--- src/rtl/control_espirometro.sv ---
// Spirometer session controller: paces the external ADC, strobes the flow scaler
// and measures one expiration (baseline, breath detection, volume, peak, end).
module control_espirometro #(
    parameter int SAMPLE_DIV    = 5000,
    parameter int CONV_TIMEOUT  = 255,
    parameter int THRESH        = 8,
    parameter int QUIET_SAMPLES = 50,
    parameter int MAX_SAMPLES   = 4095
) (
    input  logic        iClk,
    input  logic        iReset_n,
    input  logic        iStart,
    input  logic        iAbort,
    output logic        oADC_Start,
    input  logic        iADC_Done,
    input  logic [7:0]  ivADC_Dato,
    output logic [7:0]  ovDatos,
    output logic        oCE,
    input  logic [9:0]  ivFlujo,
    output logic [9:0]  ovPico,
    output logic [19:0] ovVolumen,
    output logic [11:0] ovMuestras,
    output logic        oBusy,
    output logic        oListo,
    output logic        oError
);
    localparam int TW = $clog2(SAMPLE_DIV);
    localparam int CW = $clog2(CONV_TIMEOUT + 1);
    localparam int QW = $clog2(QUIET_SAMPLES + 1);

    typedef enum logic [2:0] {
        S_IDLE      = 3'd0,
        S_WAIT_TICK = 3'd1,
        S_CONV      = 3'd2,
        S_STROBE    = 3'd3,
        S_PROC      = 3'd4,
        S_DONE      = 3'd5,
        S_ERROR     = 3'd6
    } state_t;

    typedef enum logic [1:0] {
        P_BASE  = 2'd0,
        P_ARMED = 2'd1,
        P_MEAS  = 2'd2
    } phase_t;

    state_t          r_state;
    phase_t          r_phase;
    logic [TW-1:0]   r_tick_cnt;
    logic [CW-1:0]   r_conv_cnt;
    logic [12:0]     r_base_sum;
    logic [2:0]      r_base_cnt;
    logic [QW-1:0]   r_quiet;
    logic            r_proc_wait;

    logic            w_tick;
    logic [9:0]      w_base;
    logic [9:0]      w_delta;
    logic [9:0]      w_pico_next;
    logic [20:0]     w_vol_sum;
    logic [19:0]     w_vol_next;
    logic [11:0]     w_muestras_next;
    logic [QW-1:0]   w_quiet_next;
    logic            w_fin;

    // Per-sample arithmetic on the scaled flow: delta over baseline and next results.
    always_comb begin
        w_tick = (r_tick_cnt == TW'(SAMPLE_DIV - 1));
        w_base = r_base_sum[12:3];
        if (ivFlujo > w_base) begin
            w_delta = ivFlujo - w_base;
        end else begin
            w_delta = 10'd0;
        end
        w_vol_sum = {1'b0, ovVolumen} + {11'd0, w_delta};
        if (w_vol_sum[20]) begin
            w_vol_next = 20'hFFFFF;
        end else begin
            w_vol_next = w_vol_sum[19:0];
        end
        if (w_delta > ovPico) begin
            w_pico_next = w_delta;
        end else begin
            w_pico_next = ovPico;
        end
        if (w_delta < 10'(THRESH)) begin
            w_quiet_next = r_quiet + QW'(1);
        end else begin
            w_quiet_next = {QW{1'b0}};
        end
        w_muestras_next = ovMuestras + 12'd1;
        w_fin = (w_quiet_next == QW'(QUIET_SAMPLES)) || (w_muestras_next == 12'(MAX_SAMPLES));
    end

    // Session FSM with registered pulses, sample pacing and result accumulation.
    always_ff @(posedge iClk or negedge iReset_n) begin
        if (!iReset_n) begin
            r_state     <= S_IDLE;
            r_phase     <= P_BASE;
            r_tick_cnt  <= {TW{1'b0}};
            r_conv_cnt  <= {CW{1'b0}};
            r_base_sum  <= 13'd0;
            r_base_cnt  <= 3'd0;
            r_quiet     <= {QW{1'b0}};
            r_proc_wait <= 1'b0;
            oADC_Start  <= 1'b0;
            ovDatos     <= 8'd0;
            oCE         <= 1'b0;
            ovPico      <= 10'd0;
            ovVolumen   <= 20'd0;
            ovMuestras  <= 12'd0;
            oBusy       <= 1'b0;
            oListo      <= 1'b0;
            oError      <= 1'b0;
        end else if (iAbort) begin
            r_state    <= S_IDLE;
            r_tick_cnt <= {TW{1'b0}};
            oBusy      <= 1'b0;
            oCE        <= 1'b0;
            oADC_Start <= 1'b0;
        end else begin
            oADC_Start <= 1'b0;
            oCE        <= 1'b0;
            if (oBusy) begin
                r_tick_cnt <= w_tick ? {TW{1'b0}} : r_tick_cnt + TW'(1);
            end
            case (r_state)
                S_IDLE, S_DONE, S_ERROR: begin
                    if (iStart) begin
                        r_state    <= S_WAIT_TICK;
                        r_phase    <= P_BASE;
                        r_tick_cnt <= {TW{1'b0}};
                        r_base_sum <= 13'd0;
                        r_base_cnt <= 3'd0;
                        r_quiet    <= {QW{1'b0}};
                        ovPico     <= 10'd0;
                        ovVolumen  <= 20'd0;
                        ovMuestras <= 12'd0;
                        oListo     <= 1'b0;
                        oError     <= 1'b0;
                        oBusy      <= 1'b1;
                    end
                end
                S_WAIT_TICK: begin
                    if (w_tick) begin
                        r_state    <= S_CONV;
                        r_conv_cnt <= {CW{1'b0}};
                        oADC_Start <= 1'b1;
                    end
                end
                S_CONV: begin
                    if (iADC_Done) begin
                        ovDatos <= ivADC_Dato;
                        oCE     <= 1'b1;
                        r_state <= S_STROBE;
                    end else if (r_conv_cnt == CW'(CONV_TIMEOUT - 1)) begin
                        r_state <= S_ERROR;
                        oError  <= 1'b1;
                        oBusy   <= 1'b0;
                    end else begin
                        r_conv_cnt <= r_conv_cnt + CW'(1);
                    end
                end
                S_STROBE: begin
                    r_state     <= S_PROC;
                    r_proc_wait <= 1'b1;
                end
                S_PROC: begin
                    // The scaler registers on oCE; one spare cycle before ivFlujo is read.
                    if (r_proc_wait) begin
                        r_proc_wait <= 1'b0;
                    end else begin
                        r_state <= S_WAIT_TICK;
                        case (r_phase)
                            P_BASE: begin
                                r_base_sum <= r_base_sum + {3'd0, ivFlujo};
                                r_base_cnt <= r_base_cnt + 3'd1;
                                if (r_base_cnt == 3'd7) begin
                                    r_phase <= P_ARMED;
                                end
                            end
                            P_ARMED, P_MEAS: begin
                                if ((r_phase == P_MEAS) || (w_delta >= 10'(THRESH))) begin
                                    r_phase    <= P_MEAS;
                                    ovMuestras <= w_muestras_next;
                                    ovVolumen  <= w_vol_next;
                                    ovPico     <= w_pico_next;
                                    r_quiet    <= w_quiet_next;
                                    if (w_fin) begin
                                        r_state <= S_DONE;
                                        oListo  <= 1'b1;
                                        oBusy   <= 1'b0;
                                    end
                                end
                            end
                            default: begin
                                r_phase <= P_BASE;
                            end
                        endcase
                    end
                end
                default: begin
                    r_state <= S_IDLE;
                    oBusy   <= 1'b0;
                end
            endcase
        end
    end

endmodule

--- config.mk ---
export PLATFORM = sky130hd
export DESIGN_NAME = control_espirometro
export DESIGN_NICKNAME = d
export VERILOG_FILES = /design/src/rtl/control_espirometro.sv
export SDC_FILE = /design/constraint.sdc
export NUM_CORES = 1
export LEC_CHECK = 0
export ABC_AREA = 1
export CORE_ASPECT_RATIO = 1.4
export CORE_UTILIZATION = 45
export DETAILED_ROUTE_END_ITERATION = 8
export PLACE_DENSITY = 0.69
export SYNTH_ARGS = -nofsm -noshare
export SYNTH_HDL_FRONTEND = slang
export SYNTH_SLANG_ARGS = --single-unit
export TNS_END_PERCENT = 30
--- constraint.sdc ---
create_clock -name iClk -period 3 [get_ports iClk]
set_clock_uncertainty 0.05 [all_clocks]
set_input_delay 0.3 -clock iClk [delete_from_list [all_inputs] [get_ports iClk]]
set_output_delay 0.3 -clock iClk [all_outputs]
set_load 0.03 [all_outputs]
==> impl_metrics.json <==
{
  "yosysWarningCount": 0,
  "drv_cap": 0,
  "crit_start": "r_base_sum[3]",
  "ys_ff_latch": 104,
  "tritoncts": "yes",
  "drt-total-wl_mm": 18.7,
  "die_area_um2": 16200,
  "ir_worst_vdd_mv": 0.481,
  "numCtsBuffers": 9,
  "core_area_um2": 15200,
  "fmax_mhz": 314,
  "track_usage_pct": 23.8,
  "die_x_um": 108,
  "synth_compound_area_share_pct": 14.2,
  "via_per_inst": 5.19,
  "initial_core_util_pct": 46.5,
  "crit_family": "adder cells",
  "synth_top_family_by_area": "simple AND/OR/NAND/NOR gates",
  "yosys.area_share.simple_pct": 26.0,
  "leakage_nw": 4.60,
  "synthFlopType": "dfrtp_1",
  "fin_cells": 1316,
  "worst_hold_slack_ps": 422,
  "grt_use_met2_pct": 43.4,
  "cp_cell_sequence": "ha_2 > fa_2 > inv_2 > nand3_2 > nand3_4 > nand2_8 > nor2_4 > ha_4 > a21oi_2 > o21ai_2 > nand2_1 > o21ai_2 > a31o_4 > buf_4 > xor2_1 > nor2_1 > o22ai_2",
  "nets": 1195,
  "p_per_area_nw_per_um2": 546,
  "placed_cells": 1278,
  "detail-route-antenna-nets": 0,
  "io_buffers": 77,
  "cp.arrival_ps": 3370,
  "ios": 78,
  "finalCoreUtilization_pct": 66.3,
  "violations": "setup timing",
  "dp_hpwl_mm": 12.8,
  "grt_pass1_wl_mm": 30.7,
  "critPathBufInv": 2,
  "firstDrtPassIters": 5,
  "gr-usage-met3_pct": 3.46,
  "synth.avg_cell_area_um2": 7.66,
  "synthMuxAreaShare_pct": 0.142,
  "drt-initial-drc-count": 331,
  "status": "complete, but fails checks",
  "min_from": "ovDatos[7]",
  "postSynthCellCount": 923,
  "r2r_start": "r_base_sum[3]",
  "setup_tns_ps": -1660,
  "die_h_um": 150,
  "slew_headroom_pct": 39.1,
  "via_count": 6827,
  "cts_root_buffer": "clkbuf_16",
  "synthAdderAreaFrac_pct": 9.70,
  "tightest_slew_ps": 906,
  "diodes": 0,
  "min_period_over_period_pct": 106,
  "critPathCaptureType": "flop",
  "setup_viol": 24,
  "crit_slowest_cell": "dfrtp_1",
  "syn_nets": 999,
  "synthTopCellsByCount": "nand2_1 (206), inv_1 (141), dfrtp_1 (104)",
  "period_minus_slack_ps": 3180,
  "synth_top_area_share_pct": 36.8,
  "critical-path-max-stage-delay_ps": 390,
  "crit_top_cell": "o21ai_2",
  "grt_pass1_vias": 6899,
  "crit_type": "reg2reg",
  "clk_pin_slew_ps": 70,
  "cts_buffer_depth": 2,
  "synth-edff-count": 0,
  "async_flop_share_pct": 100,
  "gp_congestion": 0.865,
  "ys_seq_area_share_pct": 36.8,
  "hold_viol": 0,
  "clock_sinks": 104,
  "synth_xor_area_share_pct": 4.09,
  "drive_above_1_share_pct": 28.9,
  "grt_max_degree": 60,
  "gr-total-overflow": 0,
  "synth_most_common_cell": "nand2_1",
  "drv_slew": 0,
  "area_growth_pct": 42.5,
  "rsz0062_at_grt": "true",
  "htreeDepth": 3,
  "antenna_found_initial": 0,
  "ys_types": 42,
  "busiest_layer": "met2",
  "critPathLaunchType": "flop",
  "synth_area_leaders": "dfrtp_1 (37%), nand2_1 (11%), ha_1 (8.9%)",
  "clk_latency_ps": 360,
  "grtUsageMet1_pct": 26.6,
  "synth_area_um2": 7070,
  "remaining_drc_errors": 0,
  "fin_ws_ps": -181,
  "routedWlPerCell_um": 14.2,
  "hp-class": "reg2reg",
  "num_rows": 53,
  "synth_top_area_cell": "dfrtp_1",
  "final.fill_count": 1166,
  "crit_fanout": 8,
  "worst-endpoint-required_ps": 3190
}
routing by layer:
metal | vias to the layer above | part of all wire (%)
met4 | 0 | 3.5
met2 | 128 | 53
li1 | 3405 | -
met1 | 3246 | 41
met5 | - | 0
met3 | 48 | 2.4
registers in the layout (all words and copies together), names as in the netlist, 2 cells and up:
| register | count |
|---|---|
| r_quiet | 6 |
| ovDatos | 8 |
| r_conv_cnt | 8 |
| r_base_cnt | 3 |
| r_tick_cnt | 13 |
| r_state | 3 |
| r_phase | 2 |
| ovVolumen | 20 |
| ovPico | 10 |
| r_base_sum | 13 |
| ovMuestras | 12 |
logic make-up (layout without fill, tap and decap cells):
family	after synthesis	count (layout)
AO/OA/AOI/OAI	154	154
XOR/XNOR	33	33
adder cells (fa/ha/maj)	53	53
buffers and inverters	160	359
flip-flops	104	104
multiplexers	1	1
AND/OR/NAND/NOR	418	420
worst paths after layout:
check	endpoint	slack [ps]	cells after the start
min reg2reg	ovDatos[7]	420	2
max in group asynchronous	oListo	1660	3
max reg2reg	ovVolumen[12]	-180	17
max	ovVolumen[12]	-180	17
min	ovDatos[7]	420	2
min in group asynchronous	r_base_sum[7]	520	2
cell usage in the layout, fill, tap and decap left out, drive strengths merged, types with 3 or more instances in the layout:
cell / count
o22ai: 31
a21o: 3
clkinv: 3
nor2: 102
nand3b: 4
dlygate4sd2: 8
nand2: 212
xnor2: 4
o21ai: 59
o31ai: 5
xor2: 29
o211ai: 3
a31oi: 5
inv: 150
dfrtp: 104
clkbuf: 10
a21oi: 42
fa: 3
o21a: 3
nand3: 54
buf: 118
nor3: 24
or2: 5
clkdlybuf4s50: 66
nand4: 7
nor4: 6
nor3b: 6
ha: 50
per-stage QoR:
stage | setup slack [ps] | power, mW | area (µm²)
after floorplan | -36.7 | 3.00 | 7120
after global placement | -796 | 3.77 | 8820
after detailed placement | -873 | 3.80 | 8820
after CTS | -39.3 | 5.31 | 9690
after global routing | -361 | 5.85 | 10100
final | -181 | 5.50 | 10100
cell type report:
class | instances | area, µm² | area share, %
multi-input cells | 661 | 4620 | 45.8
flip-flops and latches | 104 | 2600 | 25.8
repair buffers | 195 | 1740 | 17.3
inverters | 148 | 556 | 5.52
well taps | 192 | 240 | 2.39
clock buffers | 10 | 239 | 2.37
clock inverters | 6 | 76.3 | 0.758
worst min-delay path, stage by stage (launching register included):
cell	delay, ps
dfrtp_1	350
nand2_1	50
nand2_1	40
power breakdown:
part           total (mW)  leakage, nW  switching (mW)  internal (mW)
registers            1.66         1.43           0.113           1.55
clock network        1.28        0.155           0.591          0.685
logic                2.56         3.01            1.48           1.08
total                5.50         4.60            2.18           3.32
repair_timing:
action	CTS	global route
pin swaps	33	34
buffers inserted	10	11
endpoints found under the hold margin	18	0
gates cloned	2	0
setup endpoints to repair	30	51
gates resized for setup	105	78
hold buffers	1	0
(Power assumes the default switching activity.)
